--- config.mk ---
export PLATFORM = sky130hd
export DESIGN_NAME = calc_agg_mc
export DESIGN_NICKNAME = d
export VERILOG_FILES = /design/src/rtl/calc_agg_mc.sv
export SDC_FILE = /design/constraint.sdc
export NUM_CORES = 1
export LEC_CHECK = 0
export BUFFER_PORTS_ARGS = -buffer_cell sky130_fd_sc_hd__buf_2
export CORE_AREA = 2 2 133 135
export DETAILED_ROUTE_END_ITERATION = 10
export DIE_AREA = 0 0 135 137
export GPL_TIMING_DRIVEN = 0
export PLACE_DENSITY_LB_ADDON = 0.25
export SLEW_MARGIN = 20
export SYNTH_ARGS = -nofsm -noshare
export SYNTH_HDL_FRONTEND = slang
export SYNTH_SLANG_ARGS = --single-unit
export TNS_END_PERCENT = 100
--- constraint.sdc ---
create_clock -name clk -period 6 [get_ports clk]
set_input_delay 0.6 -clock clk [delete_from_list [all_inputs] [get_ports clk]]
set_output_delay 0.6 -clock clk [all_outputs]
set_load 0.02 [all_outputs]
--- src/rtl/calc_agg_mc.sv ---
// Multi-lane window bit counter: counts 1-bits per lane over WIN enabled cycles,
// snapshots all lanes at the window boundary and drains them one lane per valid/ready transfer.
module calc_agg_mc #(
    parameter int CH        = 4,
    parameter int agg_width = 12,
    parameter int alu_width = 12,
    parameter int WIN       = 16,
    localparam int CW       = (CH > 1) ? $clog2(CH) : 1
) (
    input  logic                 clk,
    input  logic                 rst,
    input  logic                 calc_1,
    input  logic [CH-1:0]        calc_in,
    input  logic [agg_width-1:0] thresh,
    output logic [alu_width-1:0] agg_out2alu,
    output logic [CW-1:0]        agg_ch,
    output logic                 agg_out_valid,
    input  logic                 agg_out_ready,
    output logic                 agg_out_acted,
    output logic                 agg_overrun
);

    localparam int WW = (WIN > 1) ? $clog2(WIN) : 1;
    localparam int XW = (agg_width > alu_width) ? agg_width : alu_width;
    localparam logic [WW-1:0] WLAST = WW'(WIN - 1);
    localparam logic [CW-1:0] CLAST = CW'(CH - 1);

    if (WIN < CH) begin : g_win_check
        $error("calc_agg_mc: WIN must be >= CH");
    end

    typedef enum logic [0:0] {
        ST_IDLE  = 1'b0,
        ST_DRAIN = 1'b1
    } state_t;

    state_t                 r_state;
    state_t                 w_state_nxt;
    logic [WW-1:0]          r_wcnt;
    logic [agg_width-1:0]   r_acc     [CH];
    logic [agg_width-1:0]   r_buf_val [CH];
    logic [CH-1:0]          r_buf_act;
    logic [CW-1:0]          r_ch;
    logic                   r_valid;
    logic [alu_width-1:0]   r_data;
    logic                   r_act;
    logic                   r_overrun;

    logic                   w_snap;
    logic [agg_width-1:0]   w_snap_val [CH];
    logic [CH-1:0]          w_snap_act;
    logic                   w_load;
    logic                   w_drop;
    logic [CW-1:0]          w_ch_nxt;
    logic [agg_width-1:0]   w_sel_val;
    logic                   w_sel_act;

    function automatic logic [agg_width-1:0] sat_inc(input logic [agg_width-1:0] a, input logic b);
        if (b && (a != {agg_width{1'b1}})) begin
            sat_inc = a + agg_width'(1);
        end else begin
            sat_inc = a;
        end
    endfunction

    // Narrowing to the ALU bus clamps instead of truncating.
    function automatic logic [alu_width-1:0] to_alu(input logic [agg_width-1:0] v);
        logic [XW-1:0] ext;
        logic [XW-1:0] lim;
        ext = XW'(v);
        lim = XW'({alu_width{1'b1}});
        if (ext > lim) begin
            to_alu = lim[alu_width-1:0];
        end else begin
            to_alu = ext[alu_width-1:0];
        end
    endfunction

    assign w_snap = calc_1 && (r_wcnt == WLAST);

    // Per-lane next count (including this cycle's bit) and threshold flag.
    always_comb begin
        for (int c = 0; c < CH; c++) begin
            w_snap_val[c] = sat_inc(r_acc[c], calc_in[c]);
            w_snap_act[c] = (w_snap_val[c] >= thresh);
        end
    end

    // Drain FSM next state; a snapshot is accepted only when the buffer is free by this edge.
    always_comb begin
        w_state_nxt = r_state;
        w_ch_nxt    = r_ch;
        w_load      = 1'b0;
        w_drop      = 1'b0;
        case (r_state)
            ST_IDLE: begin
                if (w_snap) begin
                    w_load      = 1'b1;
                    w_ch_nxt    = {CW{1'b0}};
                    w_state_nxt = ST_DRAIN;
                end else begin
                    w_state_nxt = ST_IDLE;
                end
            end
            ST_DRAIN: begin
                if (agg_out_ready && (r_ch != CLAST)) begin
                    w_ch_nxt = r_ch + CW'(1);
                    w_drop   = w_snap;
                end else if (agg_out_ready) begin
                    if (w_snap) begin
                        w_load   = 1'b1;
                        w_ch_nxt = {CW{1'b0}};
                    end else begin
                        w_state_nxt = ST_IDLE;
                        w_ch_nxt    = {CW{1'b0}};
                    end
                end else begin
                    w_drop = w_snap;
                end
            end
            default: begin
                w_state_nxt = ST_IDLE;
                w_ch_nxt    = {CW{1'b0}};
            end
        endcase
    end

    // Lane presented next cycle: fresh snapshot data on load, otherwise the buffered entry.
    always_comb begin
        if (w_load) begin
            w_sel_val = w_snap_val[0];
            w_sel_act = w_snap_act[0];
        end else begin
            w_sel_val = r_buf_val[w_ch_nxt];
            w_sel_act = r_buf_act[w_ch_nxt];
        end
    end

    // Window counter and per-lane accumulators; both restart at the snapshot edge.
    always_ff @(posedge clk or negedge rst) begin
        if (!rst) begin
            r_wcnt <= {WW{1'b0}};
            for (int c = 0; c < CH; c++) begin
                r_acc[c] <= {agg_width{1'b0}};
            end
        end else if (calc_1) begin
            if (r_wcnt == WLAST) begin
                r_wcnt <= {WW{1'b0}};
                for (int c = 0; c < CH; c++) begin
                    r_acc[c] <= {agg_width{1'b0}};
                end
            end else begin
                r_wcnt <= r_wcnt + WW'(1);
                for (int c = 0; c < CH; c++) begin
                    r_acc[c] <= w_snap_val[c];
                end
            end
        end
    end

    // Result buffer capture.
    always_ff @(posedge clk or negedge rst) begin
        if (!rst) begin
            r_buf_act <= {CH{1'b0}};
            for (int c = 0; c < CH; c++) begin
                r_buf_val[c] <= {agg_width{1'b0}};
            end
        end else if (w_load) begin
            r_buf_act <= w_snap_act;
            for (int c = 0; c < CH; c++) begin
                r_buf_val[c] <= w_snap_val[c];
            end
        end
    end

    // FSM state and registered output port.
    always_ff @(posedge clk or negedge rst) begin
        if (!rst) begin
            r_state   <= ST_IDLE;
            r_ch      <= {CW{1'b0}};
            r_valid   <= 1'b0;
            r_data    <= {alu_width{1'b0}};
            r_act     <= 1'b0;
            r_overrun <= 1'b0;
        end else begin
            r_state   <= w_state_nxt;
            r_ch      <= w_ch_nxt;
            r_valid   <= (w_state_nxt == ST_DRAIN);
            r_data    <= (w_state_nxt == ST_DRAIN) ? to_alu(w_sel_val) : {alu_width{1'b0}};
            r_act     <= (w_state_nxt == ST_DRAIN) ? w_sel_act : 1'b0;
            r_overrun <= r_overrun | w_drop;
        end
    end

    assign agg_out2alu   = r_data;
    assign agg_ch        = r_ch;
    assign agg_out_valid = r_valid;
    assign agg_out_acted = r_act;
    assign agg_overrun   = r_overrun;

endmodule
# ---- Yosys cells after proc, flatten, opt, wreduce, memory -nomap -nowiden
# Cells that the tools add are included.
# W data, S select, Z words.
dict set report totals {
  ff_bits 121
  out_inout_bits 17
  wordCells 73
}
dict set report classes {
  n_lt_le_gt_ge 7
  addsub 6
  n_mux 30
  eq_ne 6
  n_reduce_logical 6
  bitwise_logic 3
}
# op count
set op_table {}
lappend op_table {{$mux W12} 9}
lappend op_table {{$add A12 B1 Y12 const B} 4}
lappend op_table {{$ge A12 B12 Y1} 4}
lappend op_table {{$mux W48} 1}
lappend op_table {{$ne A12 B12 Y1 const B} 4}
lappend op_table {{$bmux W12 S2} 1}
lappend op_table {{$gt A12 B12 Y1 const B} 1}
lappend op_table {{$mux W1} 11}
lappend op_table {{$logic_and A1 B1 Y1} 6}
lappend op_table {{$mux W2} 3}
lappend op_table {{$add A4 B1 Y4 const B} 1}
lappend op_table {{$eq A4 B4 Y1 const B} 1}
lappend op_table {{$mux W4} 1}
lappend op_table {{$pmux W1 S2} 2}
lappend op_table {{$pmux W2 S2} 1}
lappend op_table {{$ge A3 B3 Y1 const B} 1}
lappend op_table {{$lt A2 B3 Y1 const B} 1}
lappend op_table {{$not A2 Y3} 1}
lappend op_table {{$add A2 B1 Y2 const B} 1}
lappend op_table {{$bmux W1 S2} 1}
lappend op_table {{$ne A2 B2 Y1 const B} 1}
lappend op_table {{$not A1 Y1} 1}
lappend op_table {{$or A1 B1 Y1} 1}

# ---- Logic depth before layout (Yosys ltp)
dict set report logic_depth {
  depth_word 12
  depth_mapped 12
  depth_no_buf 12
}

# ---- Least setup slack after synthesis
# Ideal clock, no wire load.
dict set report synth_path {
  kind {register to register}
  start {register r_acc[0] in the netlist's numbering}
  end {register r_buf_act[3]}
  n_path_buf 0
  t_required_ps 5879
  arrival_time_ps 2552
  setup_ps 121
  setup_slack_ps 3327
  path_stages_with_launch 9
  path_cell_list {dfrtp_1 ha_1 nand2_1 o41ai_1 mux2_2 ha_1 a2111oi_0 o41ai_1 o22a_1}
}
# item line_no
set synth_rtl {}
lappend synth_rtl {{start, declared} 40} ;# logic [agg_width-1:0] r_acc [CH];
lappend synth_rtl {{start signal, assigned by index} 144} ;# r_acc[c] <= {agg_width{1'b0}};
lappend synth_rtl {{start signal, assigned by index} 150} ;# r_acc[c] <= {agg_width{1'b0}};
lappend synth_rtl {{start signal, assigned by index} 155} ;# r_acc[c] <= w_snap_val[c];
lappend synth_rtl {{end signal, assigned} 164} ;# r_buf_act <= {CH{1'b0}};
lappend synth_rtl {{end signal, assigned} 169} ;# r_buf_act <= w_snap_act;
lappend synth_rtl {{end, declared} 42} ;# logic [CH-1:0] r_buf_act;

==> summary by stage <==
Timing
At the pin with the least slew margin, the transition time is 0.838 ns. The fmax is 0.305 GHz. The relative slew slack is 43.4%. The number of hold violations in the final report is 0. The clock period minus worst slack is 3.28 ns. In the final timing run, aggregate negative setup slack is 0 ns. In the finished design, the share of the clock period the worst path needs comes to 54.6%. Setup repair after global routing left no endpoint under its margin. The clock arrives with 0.00716 ns of skew. The number of pins with negative max-slew slack in the final report is 0. The smallest hold slack is 0.0311 ns.

The number of setup violations in the final report is 0.

Power and ir drop
The worst supply voltage drop on vdd is 0.277 mV. The total internal power is 1.86 mW. In this run, flip-flops and latches consume 37.3% of the power.

Summed over all nets, the switching power comes to 0.978 mW. In this run the static leakage power is 4.14 nW. The power density over the cells is 330 nW/um^2.

Net switching is 34.5% of the power. The relative contribution of the clock network to total power is 35.6%. The total chip power is 2.84 mW.

Combinational logic is responsible for 27.1% of the overall power.

Layout
The layout cell share with drive strength beyond 1 is 13.4%. The layout has 1643 filler cells. The net count of the finished layout is 933. The most common cell after layout, fill and taps aside is sky130_fd_sc_hd__dfrtp_1. In the layout the commonest cells are sky130_fd_sc_hd__dfrtp_1, sky130_fd_sc_hd__nand2_1, sky130_fd_sc_hd__ha_1. The antenna diode count is 0. The area overhead of the layout relative to synthesis is 14.4%.

Global routing
The number of global-route vias before repair is 6063. The initial antenna violation count came to 1. The total overflow left after global routing is 0. The wire length of the first global-routing pass is 33.9 mm. The pin count of the biggest net entering global routing is 92.

The overall track demand over capacity in global routing is 24.5%.

Critical path
The setup path with the least slack is of type register to register. In this run the worst path has a maximum fanout of 7. The critical path endpoint category is a register. The setup check on the worst reg-to-reg path leaves a slack of 2.72 ns. For the worst setup path, the data required time is 6.28 ns. STA puts the critical path data arrival time at 3.56 ns. The worst setup path is launched from a register.

Routing
The routed via count is 6493. In this run the remaining antenna-violating nets after routing total 0. In the routed layout, each cell is associated on average with a via count of 5.92. The final layout contains routed wiring with a total length of 21.7 mm. For this run, the detailed router's first-pass iteration total came to 5. The average detailed-routed wire length per instance is 19.7 um. The count of unresolved DRC violations after routing is 0. The number of DRC violations after detailed-routing iteration 0 is 630.

Clock network
The H-tree was split into 4 levels. The clock tree from TritonCTS is done. The post-CTS setup-driven buffer insertion count is 0. After clock tree synthesis, the clock-pin slew on the worst setup and hold paths is 0.06 ns.

The source-to-sink clock delay at the later pin of the worst-skew pair is 0.42 ns. The number of gates resized after CTS was 0. For this design, the sink count on the clock tree is 121. No sink is reached through more buffers than the 2 on the longest clock path. The hold buffer count at CTS is 0. The number of buffers created by CTS is 17.

The tree is rooted in a sky130_fd_sc_hd__clkbuf_16.

Yosys
The number of nets in the synthesized netlist is 877. The number of different library cells in the post-synthesis netlist is 66. After synthesis the cells add up to 7510 sq um.

The fraction of registers with async set/reset is 100%. The sequential fraction of the synthesis area is 40.3%. During synthesis, Yosys emitted a total of 0 warnings. The synthesized area per cell is 9.36 sq um. The gate count after technology mapping is 803. In the synthesized netlist the dominant register cell turns out to be sky130_fd_sc_hd__dfrtp_1. The number of enable flip-flop cells after synthesis is 0. After synthesis the netlist holds a flip-flop and latch count of 121.

Job
The tool flagged a number of max-cap violations equal to 0.

Placement
The wire-length estimate of the detail-placed layout is 16.2 mm. The count of buffers inserted at the top-level ports is 36. At the end of routability-driven placement, the weighted congestion stood at 0.899.

Floorplan
The die is 137 um tall. The initial utilization of the core area, before any placement, comes to 44.0%. The floorplan step defined a core boundary enclosing 17100 sq um. In this run the core area contains 48 standard-cell rows.

The die covers 18500 sq um. Pin placement for this block handled 37 I/O pins. The die is 135 um wide.

Status
The run finished with clean final reports.

Hold path
The type of the most critical hold path is input pin to async pin.
==> kinds of logic after synthesis <==
| kind of cell | count (synthesis) | share of synthesized area (%) |
|---|---|---|
| buffers and inverters | 77 | 4.11 |
| DFF | 121 | 40.3 |
| muxes | 34 | 5.10 |
| xor gates and xnor gates | 32 | 3.83 |
| AOI/OAI and AO/OA | 225 | 20.6 |
| and+or+nand+nor | 260 | 17.1 |
| adders and majority gates | 54 | 8.99 |
==> cell type report <==
| cell class | instances | area [sq um] | share of cell area [%] |
|---|---|---|---|
| well taps | 225 | 282 | 3.28 |
| multi-input cells | 605 | 4180 | 48.6 |
| plain buffers | 46 | 193 | 2.24 |
| clock buffers | 21 | 460 | 5.36 |
| flip-flops and latches | 121 | 3030 | 35.2 |
| repair buffers | 37 | 218 | 2.53 |
| inverters | 31 | 116 | 1.35 |
| clock inverters | 11 | 121 | 1.41 |
==> power groups by stage <==
stage	registers, mW	logic, mW	clock network [mW]
floorplan	1.07	0.484	0
global placement	1.07	0.742	0
detailed placement	1.07	0.757	0
CTS	1.06	0.761	1.02
global route	1.08	0.849	1.07
finish	1.06	0.768	1.01
==> layer usage <==
metal	vias to the layer above	routed length (um)	GRT usage (%)	part of all wire, %
met1	3159	9820	32.5	45
li1	3084	-	-	-
met2	205	9920	38.9	46
met5	-	17	0	0.078
met3	43	1180	5.52	5.5
met4	2	714	9.66	3.3
==> Yosys cell counts, types with 3 or more instances <==
| master | n | area, sq um |
|---|---|---|
| sky130_fd_sc_hd__dfrtp_1 | 121 | 3030 |
| sky130_fd_sc_hd__nand2_1 | 115 | 432 |
| sky130_fd_sc_hd__ha_1 | 54 | 676 |
| sky130_fd_sc_hd__a21oi_1 | 53 | 265 |
| sky130_fd_sc_hd__clkbuf_1 | 37 | 139 |
| sky130_fd_sc_hd__o21ai_0 | 34 | 170 |
| sky130_fd_sc_hd__inv_1 | 31 | 116 |
| sky130_fd_sc_hd__mux2_2 | 29 | 327 |
| sky130_fd_sc_hd__nand3_1 | 29 | 145 |
| sky130_fd_sc_hd__a31oi_1 | 26 | 163 |
| sky130_fd_sc_hd__nor2_1 | 26 | 97.6 |
| sky130_fd_sc_hd__nand2b_1 | 23 | 144 |
| sky130_fd_sc_hd__nand4_1 | 19 | 119 |
| sky130_fd_sc_hd__xor2_1 | 17 | 149 |
| sky130_fd_sc_hd__and3_1 | 14 | 87.6 |
| sky130_fd_sc_hd__xnor2_1 | 14 | 123 |
| sky130_fd_sc_hd__a21o_1 | 13 | 97.6 |
| sky130_fd_sc_hd__a221o_1 | 12 | 120 |
| sky130_fd_sc_hd__a22o_1 | 10 | 87.6 |
| sky130_fd_sc_hd__a221oi_1 | 9 | 78.8 |
| sky130_fd_sc_hd__and4_1 | 9 | 78.8 |
| sky130_fd_sc_hd__nor3_1 | 8 | 40.0 |
| sky130_fd_sc_hd__o22ai_1 | 6 | 37.5 |
| sky130_fd_sc_hd__o2bb2ai_1 | 6 | 52.6 |
| sky130_fd_sc_hd__a2111oi_0 | 5 | 43.8 |
| sky130_fd_sc_hd__a41oi_1 | 5 | 43.8 |
| sky130_fd_sc_hd__o21a_1 | 5 | 37.5 |
| sky130_fd_sc_hd__o21bai_1 | 5 | 37.5 |
| sky130_fd_sc_hd__a211oi_1 | 4 | 30.0 |
| sky130_fd_sc_hd__a22oi_1 | 4 | 30.0 |
| sky130_fd_sc_hd__and2_1 | 4 | 25.0 |
| sky130_fd_sc_hd__buf_2 | 4 | 20.0 |
| sky130_fd_sc_hd__o41ai_1 | 4 | 35.0 |
| sky130_fd_sc_hd__a41o_1 | 3 | 30.0 |
| sky130_fd_sc_hd__mux2i_1 | 3 | 30.0 |
| sky130_fd_sc_hd__o2111ai_1 | 3 | 26.3 |
| sky130_fd_sc_hd__o22a_1 | 3 | 26.3 |
==> path summary, 6_finish.rpt <==
kind                        startpoint             to  cells after the start
max in group asynchronous          rst      r_acc[35]                      2
max                          r_acc[43]  agg_out_acted                     12
max reg2reg                  r_acc[43]  agg_out_acted                     12
min reg2reg                agg_overrun    agg_overrun                      1
min in group clk           agg_overrun    agg_overrun                      1
min                                rst  r_buf_val[31]                      1
==> stage by stage <==
step                instances  worst slack [ns]  cell area [sq um]  utilization, %
floorplan                 803              3.33               7510               -
global placement         1064              2.66               7970            46.8
detailed placement       1065              2.81               8010            47.0
CTS                      1097              2.79               8590            50.4
global route             1097              2.51               8590            50.4
finish                   1097              2.72               8590            50.4
==> registers in the layout, indices dropped and copies added, names as in the netlist <==
register / cells
r_buf_act: 4
agg_overrun: 1
agg_out_acted: 1
r_acc: 48
agg_out_valid: 1
r_buf_val: 48
r_wcnt: 4
agg_ch: 2
agg_out2alu: 12
==> worst max-delay path, stage by stage, from the launching register on <==
cell and delay, ns:
sky130_fd_sc_hd__dfrtp_1 0.46, sky130_fd_sc_hd__and4_1 0.21, sky130_fd_sc_hd__clkbuf_1 0.25, sky130_fd_sc_hd__nand4_1 0.27
sky130_fd_sc_hd__and4_1 0.33, sky130_fd_sc_hd__xnor2_1 0.36, sky130_fd_sc_hd__inv_1 0.09, sky130_fd_sc_hd__ha_1 0.32
sky130_fd_sc_hd__a21oi_1 0.14, sky130_fd_sc_hd__o21a_1 0.14, sky130_fd_sc_hd__o22ai_1 0.09, sky130_fd_sc_hd__o31a_1 0.28
sky130_fd_sc_hd__o21bai_1 0.20
No activity file was read; power rests on OpenSTA's default activity.
